<file path="src/rtl/uart_pkg.sv">
// Shared definitions for the stream-to-UART transmitter.
//   - uart_state_e     : transmit FSM state, one state per 8N1 frame field
//   - DATA_BITS        : payload bits per frame
//   - calc_divisor     : clock cycles per serial bit
//   - calc_count_width : width of a down-counter that must hold divisor-1
package uart_pkg;

    localparam int DATA_BITS = 8;

    typedef enum logic [1:0] {
        IDLE  = 2'd0,
        START = 2'd1,
        DATA  = 2'd2,
        STOP  = 2'd3
    } uart_state_e;

    function automatic int calc_divisor(input int clock_frequency, input int baud_rate);
        return clock_frequency / baud_rate;
    endfunction

    // The baud counter is loaded with divisor-1, so $clog2(divisor) bits are
    // enough; never return less than one bit.
    function automatic int calc_count_width(input int divisor);
        return (divisor <= 2) ? 1 : $clog2(divisor);
    endfunction

endpackage

</file>
<file path="src/rtl/stream_fifo.sv">
// Synchronous first-word-fall-through FIFO.
//   clk, rst        : clock, asynchronous active-low reset
//   push, push_data : write request and data
//   pop             : consume the word currently on pop_data
//   pop_data        : head of the FIFO, valid whenever empty=0
//   full, empty     : occupancy flags
//   count           : number of stored words (0..DEPTH)
// A push while full is accepted when it coincides with a pop; the pop frees
// the slot that the push then fills.
module stream_fifo #(
    parameter int WIDTH = 8,
    parameter int DEPTH = 16
) (
    input  logic                     clk,
    input  logic                     rst,
    input  logic                     push,
    input  logic [WIDTH-1:0]         push_data,
    input  logic                     pop,
    output logic [WIDTH-1:0]         pop_data,
    output logic                     full,
    output logic                     empty,
    output logic [$clog2(DEPTH):0]   count
);

    localparam int AW = $clog2(DEPTH);

    logic [WIDTH-1:0] mem [DEPTH];
    logic [AW-1:0]    wr_ptr_reg;
    logic [AW-1:0]    rd_ptr_reg;
    logic [AW:0]      count_reg;
    logic             do_push;
    logic             do_pop;

    assign empty    = (count_reg == '0);
    assign full     = (count_reg == (AW+1)'(DEPTH));
    assign count    = count_reg;
    assign do_pop   = pop && !empty;
    assign do_push  = push && (!full || do_pop);
    // Fall-through head: the oldest word is visible without a read request.
    assign pop_data = mem[rd_ptr_reg];

    always_ff @(posedge clk) begin
        if (do_push) begin
            mem[wr_ptr_reg] <= push_data;
        end
    end

    // Pointers are exactly AW bits wide, so they wrap modulo DEPTH on their own.
    always_ff @(posedge clk or negedge rst) begin
        if (!rst) begin
            wr_ptr_reg <= '0;
            rd_ptr_reg <= '0;
            count_reg  <= '0;
        end else begin
            if (do_push) begin
                wr_ptr_reg <= wr_ptr_reg + 1'b1;
            end
            if (do_pop) begin
                rd_ptr_reg <= rd_ptr_reg + 1'b1;
            end
            case ({do_push, do_pop})
                2'b10:   count_reg <= count_reg + 1'b1;
                2'b01:   count_reg <= count_reg - 1'b1;
                default: count_reg <= count_reg;
            endcase
        end
    end

endmodule

</file>
<file path="src/rtl/stream_uart_tx.sv">
// Stream consumer that buffers words and sends their low byte as 8N1 serial.
//   clk        : system clock
//   rst        : asynchronous active-low reset
//   in         : stream data, only in[7:0] is transmitted
//   in_stb     : producer strobe, held with stable data until in_ack
//   in_ack     : registered one-cycle accept pulse
//   tx         : serial line, idle high
//   busy       : a frame is on the line or words are still buffered
//   fifo_count : number of buffered words
module stream_uart_tx
    import uart_pkg::*;
#(
    parameter int CLOCK_FREQUENCY = 100000000,
    parameter int BAUD_RATE       = 115200,
    parameter int FIFO_DEPTH      = 16
) (
    input  logic                          clk,
    input  logic                          rst,
    input  logic [31:0]                   in,
    input  logic                          in_stb,
    output logic                          in_ack,
    output logic                          tx,
    output logic                          busy,
    output logic [$clog2(FIFO_DEPTH):0]   fifo_count
);

    localparam int DIVISOR = calc_divisor(CLOCK_FREQUENCY, BAUD_RATE);
    localparam int CNT_W   = calc_count_width(DIVISOR);
    localparam int FCNT_W  = $clog2(FIFO_DEPTH) + 1;
    localparam logic [CNT_W-1:0] BAUD_LOAD = CNT_W'(DIVISOR - 1);
    localparam logic [2:0]       LAST_BIT  = 3'(DATA_BITS - 1);

    uart_state_e          state_reg, state_next;
    logic [CNT_W-1:0]     baud_cnt_reg, baud_cnt_next;
    logic [2:0]           bit_idx_reg, bit_idx_next;
    logic [DATA_BITS-1:0] shift_reg, shift_next;
    logic                 tx_reg;
    logic                 ack_reg;
    logic                 busy_reg;

    logic                 fifo_push;
    logic                 fifo_pop;
    logic [DATA_BITS-1:0] fifo_head;
    logic                 fifo_full;
    logic                 fifo_empty;
    logic [FCNT_W-1:0]    fifo_count_next;
    logic                 line_level;
    logic [23:0]          unused_upper;

    assign unused_upper = in[31:8];

    // Accepting only when in_ack is low spaces accepts at least two cycles apart.
    assign fifo_push = in_stb && !ack_reg && !fifo_full;

    stream_fifo #(
        .WIDTH (DATA_BITS),
        .DEPTH (FIFO_DEPTH)
    ) u_fifo (
        .clk       (clk),
        .rst       (rst),
        .push      (fifo_push),
        .push_data (in[7:0]),
        .pop       (fifo_pop),
        .pop_data  (fifo_head),
        .full      (fifo_full),
        .empty     (fifo_empty),
        .count     (fifo_count)
    );

    always_comb begin
        state_next    = state_reg;
        baud_cnt_next = baud_cnt_reg;
        bit_idx_next  = bit_idx_reg;
        shift_next    = shift_reg;
        fifo_pop      = 1'b0;

        case (state_reg)
            IDLE: begin
                if (!fifo_empty) begin
                    fifo_pop      = 1'b1;
                    shift_next    = fifo_head;
                    baud_cnt_next = BAUD_LOAD;
                    state_next    = START;
                end
            end
            START: begin
                if (baud_cnt_reg == '0) begin
                    baud_cnt_next = BAUD_LOAD;
                    bit_idx_next  = '0;
                    state_next    = DATA;
                end else begin
                    baud_cnt_next = baud_cnt_reg - 1'b1;
                end
            end
            DATA: begin
                if (baud_cnt_reg == '0) begin
                    baud_cnt_next = BAUD_LOAD;
                    shift_next    = shift_reg >> 1;
                    if (bit_idx_reg == LAST_BIT) begin
                        state_next = STOP;
                    end else begin
                        bit_idx_next = bit_idx_reg + 1'b1;
                    end
                end else begin
                    baud_cnt_next = baud_cnt_reg - 1'b1;
                end
            end
            STOP: begin
                if (baud_cnt_reg == '0) begin
                    // Chain straight into the next start bit when data is waiting.
                    if (!fifo_empty) begin
                        fifo_pop      = 1'b1;
                        shift_next    = fifo_head;
                        baud_cnt_next = BAUD_LOAD;
                        state_next    = START;
                    end else begin
                        state_next = IDLE;
                    end
                end else begin
                    baud_cnt_next = baud_cnt_reg - 1'b1;
                end
            end
            default: state_next = IDLE;
        endcase
    end

    // Line level implied by the current field; registered into tx one cycle later.
    always_comb begin
        case (state_reg)
            START:   line_level = 1'b0;
            DATA:    line_level = shift_reg[0];
            default: line_level = 1'b1;
        endcase
    end

    // Occupancy after this edge; busy is built from next-state values so the
    // output is a flop and cannot glitch.
    assign fifo_count_next = fifo_count + FCNT_W'(fifo_push) - FCNT_W'(fifo_pop && !fifo_empty);

    always_ff @(posedge clk or negedge rst) begin
        if (!rst) begin
            state_reg    <= IDLE;
            baud_cnt_reg <= '0;
            bit_idx_reg  <= '0;
            shift_reg    <= '0;
            tx_reg       <= 1'b1;
            ack_reg      <= 1'b0;
            busy_reg     <= 1'b0;
        end else begin
            state_reg    <= state_next;
            baud_cnt_reg <= baud_cnt_next;
            bit_idx_reg  <= bit_idx_next;
            shift_reg    <= shift_next;
            tx_reg       <= line_level;
            ack_reg      <= fifo_push;
            busy_reg     <= (state_next != IDLE) || (fifo_count_next != '0);
        end
    end

    assign tx     = tx_reg;
    assign in_ack = ack_reg;
    assign busy   = busy_reg;

endmodule
</file>
<file path="config.mk">
export PLATFORM = sky130hd
export DESIGN_NAME = stream_uart_tx
export DESIGN_NICKNAME = d
export VERILOG_FILES = /design/src/rtl/uart_pkg.sv /design/src/rtl/stream_fifo.sv /design/src/rtl/stream_uart_tx.sv
export SDC_FILE = /design/constraint.sdc
export NUM_CORES = 1
export LEC_CHECK = 0
export CAP_MARGIN = 20
export CORE_MARGIN = 2
export CORE_UTILIZATION = 55
export CTS_CLUSTER_SIZE = 8
export DETAILED_ROUTE_END_ITERATION = 6
export PLACE_DENSITY = 0.75
export SLEW_MARGIN = 40
export SYNTH_ARGS = -nofsm -noshare
export SYNTH_HDL_FRONTEND = slang
export SYNTH_SLANG_ARGS = --single-unit
</file>
<file path="constraint.sdc">
create_clock -name clk -period 4.89 [get_ports clk]
set_input_delay 0.489 -clock clk [delete_from_list [all_inputs] [get_ports clk]]
set_output_delay 0.489 -clock clk [all_outputs]
set_load 0.02 [all_outputs]
</file>
# Yosys cells after proc, flatten, opt, wreduce, memory -nomap -nowiden
# Memories as Yosys holds them, arrays and structs flattened.
# Index checks and enable logic that the tools add are counted.
[op_classes]
addsub = 8
eq_ne = 11
mux = 26
reduce_logical = 20
[op_table]
columns = ["cell", "count"]
rows = [
  ["$mux 10", 3],
  ["$pmux 10 s3", 1],
  ["$mux 8", 3],
  ["$pmux 8 s3", 1],
  ["$logic_not 10->1", 1],
  ["$mux 2", 5],
  ["$pmux 5 s2", 1],
  ["$sub 10x1->10 const B", 1],
  ["$mux 3", 3],
  ["$add 4x1->4 const B", 2],
  ["$ne 2x2->1 const B", 4],
  ["$pmux 2 s4", 1],
  ["$eq 2x2->1 const B", 3],
  ["$pmux 3 s2", 1],
  ["$reduce_bool 2->1", 3],
  ["$add 5x1->5", 1],
  ["$add 5x1->5 const B", 1],
  ["$eq 5x5->1 const B", 1],
  ["$logic_not 5->1", 1],
  ["$mux 1", 5],
  ["$reduce_bool 5->1", 1],
  ["$sub 5x1->5", 1],
  ["$sub 5x1->5 const B", 1],
  ["$eq 2x1->1 const B", 2],
  ["11 further kinds", 18],
]
[word_totals]
reg_bits = 39
ramBits = 128
input_bits = 35
out_inout_bits = 8
elab_cells = 76
memories = 1
[mem_list]
columns = ["memory", "depth", "word_bits", "rd", "rd_ports_with_merged_regs", "write_ports", "line", "text"]
rows = [
  ["u_fifo.mem", 16, 8, 1, 0, 1, "stream_fifo.sv:27", "logic [WIDTH-1:0] mem [DEPTH];"],
]

# Logic depth before layout (Yosys ltp)
[depth]
word_depth = 9
mapped_depth = 14
depth_no_buf = 14

# Hierarchy
# Synthesis repeated with hierarchy kept, for this count alone.
[hier_totals]
cells_unflattened = 485
hier_area_um2 = 7591.0
[modules_own_cells]
columns = ["mod", "instances", "cells_per_inst", "area_each_um2", "seq_area_each_um2"]
rows = [
  ["stream_fifo", 1, 301, 5774.3, 4169.0],
  ["stream_uart_tx", 1, 184, 1816.7, 651.9],
]

# Worst setup path after synthesis
# OpenSTA, ideal clock, no wires.
[synth_timing]
path_kind = "register to register"
from = "register baud_cnt_reg[0]"
to = "register busy_reg (netlist: busy)"
setup_ns = 0.139
t_arrival_ns = 3.512
required_time_ns = 4.751
path_slack_ns = 1.240
stages_incl_launch_ff = 15
n_path_buf = 0
synth_period_minus_slack_ns = 3.650
cell_sequence = "dfrtp_1 > inv_1 > ha_1 > nor4b_4 > a41oi_1 > nor3_1 > ha_1 > inv_1 > ha_1 > fa_1 > a21oi_1 > o21bai_1 > xnor2_1 > or4_1 > or4_1"
[synth_via]
elab_chain_cells = 7
elab_cells_between_ends = 12
classes_between = "1 x add/sub; 6 x mux; 5 x reduce/logical"
[synth_rtl]
columns = ["item", "line", "text"]
rows = [
  ["from (decl)", "stream_uart_tx.sv:34", "logic [CNT_W-1:0] baud_cnt_reg, baud_cnt_next;"],
  ["from (signal assigned)", "stream_uart_tx.sv:151", "baud_cnt_reg <= baud_cnt_next;"],
  ["$logic_not 10->1", "stream_uart_tx.sv:109", "if (baud_cnt_reg == '0) begin"],
  ["$mux 1", "stream_uart_tx.sv:109", ""],
  ["$pmux 1 s2", "stream_uart_tx.sv:77", "case (state_reg)"],
  ["$logic_and 1x1->1", "n/a", ""],
  ["via u_fifo.do_pop", "stream_fifo.sv:32", "logic do_pop;"],
  ["$sub 5x1->5", "stream_uart_tx.sv:138", "assign fifo_count_next = fifo_count + FCNT_W'(fifo_push) - FCNT_W'(fifo_pop && !fifo_empty);"],
  ["$reduce_bool 5->1", "stream_uart_tx.sv:156", "busy_reg <= (state_next != IDLE) || (fifo_count_next != '0);"],
  ["$logic_or 1x1->1", "stream_uart_tx.sv:156", ""],
  ["to (signal assigned)", "stream_uart_tx.sv:156", ""],
  ["to (decl)", "stream_uart_tx.sv:39", "logic busy_reg;"],
]
# The timed path passes the listed nets, and every way through them passes these cells.
# A chain may end at the register's enable or synchronous reset.

# Worst setup path after layout
# Same ends and word-level chain as after synthesis.

==> metrics.txt <==
status finished, final reports clean; first-pass GRT wire length 22.7 mm; worst r2r path cells 15; critical path class reg -> reg; syn nets 512; vias post-DR 4008; Synth area leaders edfxtp_1 (53%), dfrtp_1 (13%), mux4_2 (10%); Num CTS Buffers 17; clock slew at reported path FFs 0.06 ns; Critical Path Start baud_cnt_reg[0]$_DFF_PN0_; Power Density 602 nW/µm²; core area 12700 µm²; largest net degree at the start of global routing 40; initial antenna violation count 0; Max stage delay on crit path 0.47 ns; clk_skew 0.00625 ns; Largest register FFs 128; Critical Path, Cell by Cell inv_1 -> ha_1 -> nor4b_4 -> a41oi_1 -> nor3_1 -> buf_4 -> ha_1 -> inv_1 -> ha_1 -> fa_1 -> a21oi_1 -> o21bai_1 -> xnor2_1 -> or4_1 -> or4_1; Port Buffer Count 18; row cnt 41; arrival time at the worst endpoint 4.01 ns; final hold vios 0; setup violators final 0; CTS H-tree lvls 4; most instantiated cells after synthesis edfxtp_1 (128), dfrtp_1 (38), a21oi_1 (32), mux4_2 (32), nor2_1 (32); die height 119 µm; RD Place Congestion 0.829; min Tclk post-route 3.72 ns; Die W 119 µm; syn avg cell area 16.0 µm²; switching share of total power 33.8%; Antenna Nets Post-Route 0; final setup margin 1.17 ns; Switching Power 1670 µW; #FFs+latches synth 167; fmax 0.269 GHz; most frequent CP cell ha_1; relative slew slack 44.4%; unrepaired setup endpoints after global routing no; Total Routing Usage GR 21.7%; vias in the first global route 4196; NumNets Final 536; setup slack, reg-to-reg 1.17 ns; CP Max Fanout 6; Root Driver clkbuf_16; Crit. path cell count 15; synthesis-to-finish area growth 13.6%; prevailing post-synth register cell edfxtp_1; largest area contributor in the synthesized netlist edfxtp_1; # resized after CTS 0; most common cell in the synthesized netlist edfxtp_1; crit path capture type flop; final setup TNS 0 ns; DR iter-0 viols 353; CP delay by family, top simple AND/OR/NAND/NOR gates; Clk pwr share 25.9%; mapped cell area 7240 µm²; WP buf/inv 3; worst hold margin 0.0532 ns; startpoint types flop; Critical Path Sink busy$_DFF_PN0_; # diodes 0; Yosys warning count 0; Clk Latency, worst-skew pair 0.42 ns; Vias/cell 6.06; reg2reg end busy$_DFF_PN0_; Hold Crit Class in -> async; FILL cells 921; total of max-cap violations 0; VDD IR max 387 µV; ys async rst share 23.4%; EDFF count, synth 128; GRT Residual Overflow 0; CTS tree built; share of cells above drive strength 1 20.9%; Place WS 1.20 ns; Syn Inst Count 452; DR WL/cell 21.4 µm; power share of the sequential group 41.5%; R2R Path Start baud_cnt_reg[0]$_DFF_PN0_; combinational power share 32.6%; Crit-path slowest cell or4_1; die area 14100 µm²; HPWL after DPL 8.95 mm; I/O pins 43; hold buffers post-CTS 0; DRT Wirelength 14.2 mm; sequential fraction of the synthesis area 66.6%; WP data required 5.18 ns; post-synthesis cell type count 48; P_int 3270 µW; cell leakage power 0.00289 µW; Setup Buffers After CTS 0; Worst-Margin Slew 0.831 ns; clock sink total 167; # placed instances 629; non-filler cells, final 661; crit share post-route 76.1%; Detailed Routing Iterations Pass 1 5; clk buf depth 2; top cell type's share of synthesized area 53.1%; Remaining DRCs 0; starting density of the core 56.9%; Final Max Slew Viols 0
-- layer usage --
metal | vias up | routed length (µm) | track usage, %
met5 | - | 0 | 0
met4 | 0 | 295 | 7.59
met3 | 27 | 577 | 4.97
met2 | 105 | 7670 | 37.9
met1 | 2063 | 5630 | 26.4
li1 | 1813 | - | -
-- per-stage QoR --
step | utilization [%] | cell area, µm² | total power, µW
6_report | 64.6 | 8220 | 4950
5_1_grt | 64.6 | 8220 | 5220
4_1_cts | 64.5 | 8200 | 4960
3_5_place_dp | 59.9 | 7620 | 3660
3_3_place_gp | 59.8 | 7600 | 3570
2_1_floorplan | - | 7240 | 3210
-- how the worst min path moves through the flow --
stage | startpoint | to | depth (start not counted)
finish | rst | busy$_DFF_PN0_ | 1
global placement | shift_reg[0]$_DFFE_PN0P_ | tx$_DFF_PN1_ | 2
CTS | rst | u_fifo.count[2]$_DFFE_PN0P_ | 1
detailed placement | shift_reg[0]$_DFFE_PN0P_ | tx$_DFF_PN1_ | 2
global route | rst | u_fifo.count[2]$_DFFE_PN0P_ | 1
floorplan | rst | baud_cnt_reg[0]$_DFF_PN0_ | 0
-- cells by family after synthesis --
logic type,Yosys count,synth area share (%)
AO/OA/AOI/OAI,89,8.20
XOR/XNOR,17,2.06
adder cells (fa/ha/maj),25,4.53
buffers and inverters,36,1.95
flip-flops,167,66.6
multiplexers,36,10.6
AND/OR/NAND/NOR,82,6.05
-- power by group through the flow --
stage	clock network, µW	registers, µW	logic [µW]
2_1_floorplan	0	1950	1260
3_3_place_gp	0	2050	1520
3_5_place_dp	0	2070	1590
4_1_cts	1300	2050	1620
5_1_grt	1360	2090	1780
6_report	1280	2050	1610
-- layout make-up --
type | instances | area [µm²] | area share (%)
multi-input cells | 249 | 2310 | 28.1
flip-flops and latches | 167 | 4830 | 58.7
clock inverters | 12 | 120 | 1.46
repair buffers | 26 | 238 | 2.89
clock buffers | 20 | 457 | 5.55
inverters | 15 | 56.3 | 0.685
well taps | 172 | 215 | 2.62
-- layout by cell type, fill, tap and decap left out, types with 8 or more instances in the layout --
cell	n
edfxtp_1	128
a22oi_1	16
clkbuf_16	17
nand2_1	16
xor2_1	9
a21oi_1	32
nor2_2	11
buf_4	9
ha_1	22
o21ai_0	14
inv_1	15
mux4_2	32
dfrtp_1	36
clkdlybuf4s50_1	17
nor2_1	21
xnor2_1	8
-- worst reg2reg max path: cells and delay by family (launching register included) --
family / cells / cell delay [ns]
AO/OA/AOI/OAI: 3 / 0.42
XOR/XNOR: 1 / 0.13
adder cells (fa/ha/maj): 4 / 0.92
buffers and inverters: 3 / 0.32
flip-flops: 1 / 0.43
AND/OR/NAND/NOR: 4 / 1.37
Note: power is estimated with default switching activity, not from simulation.
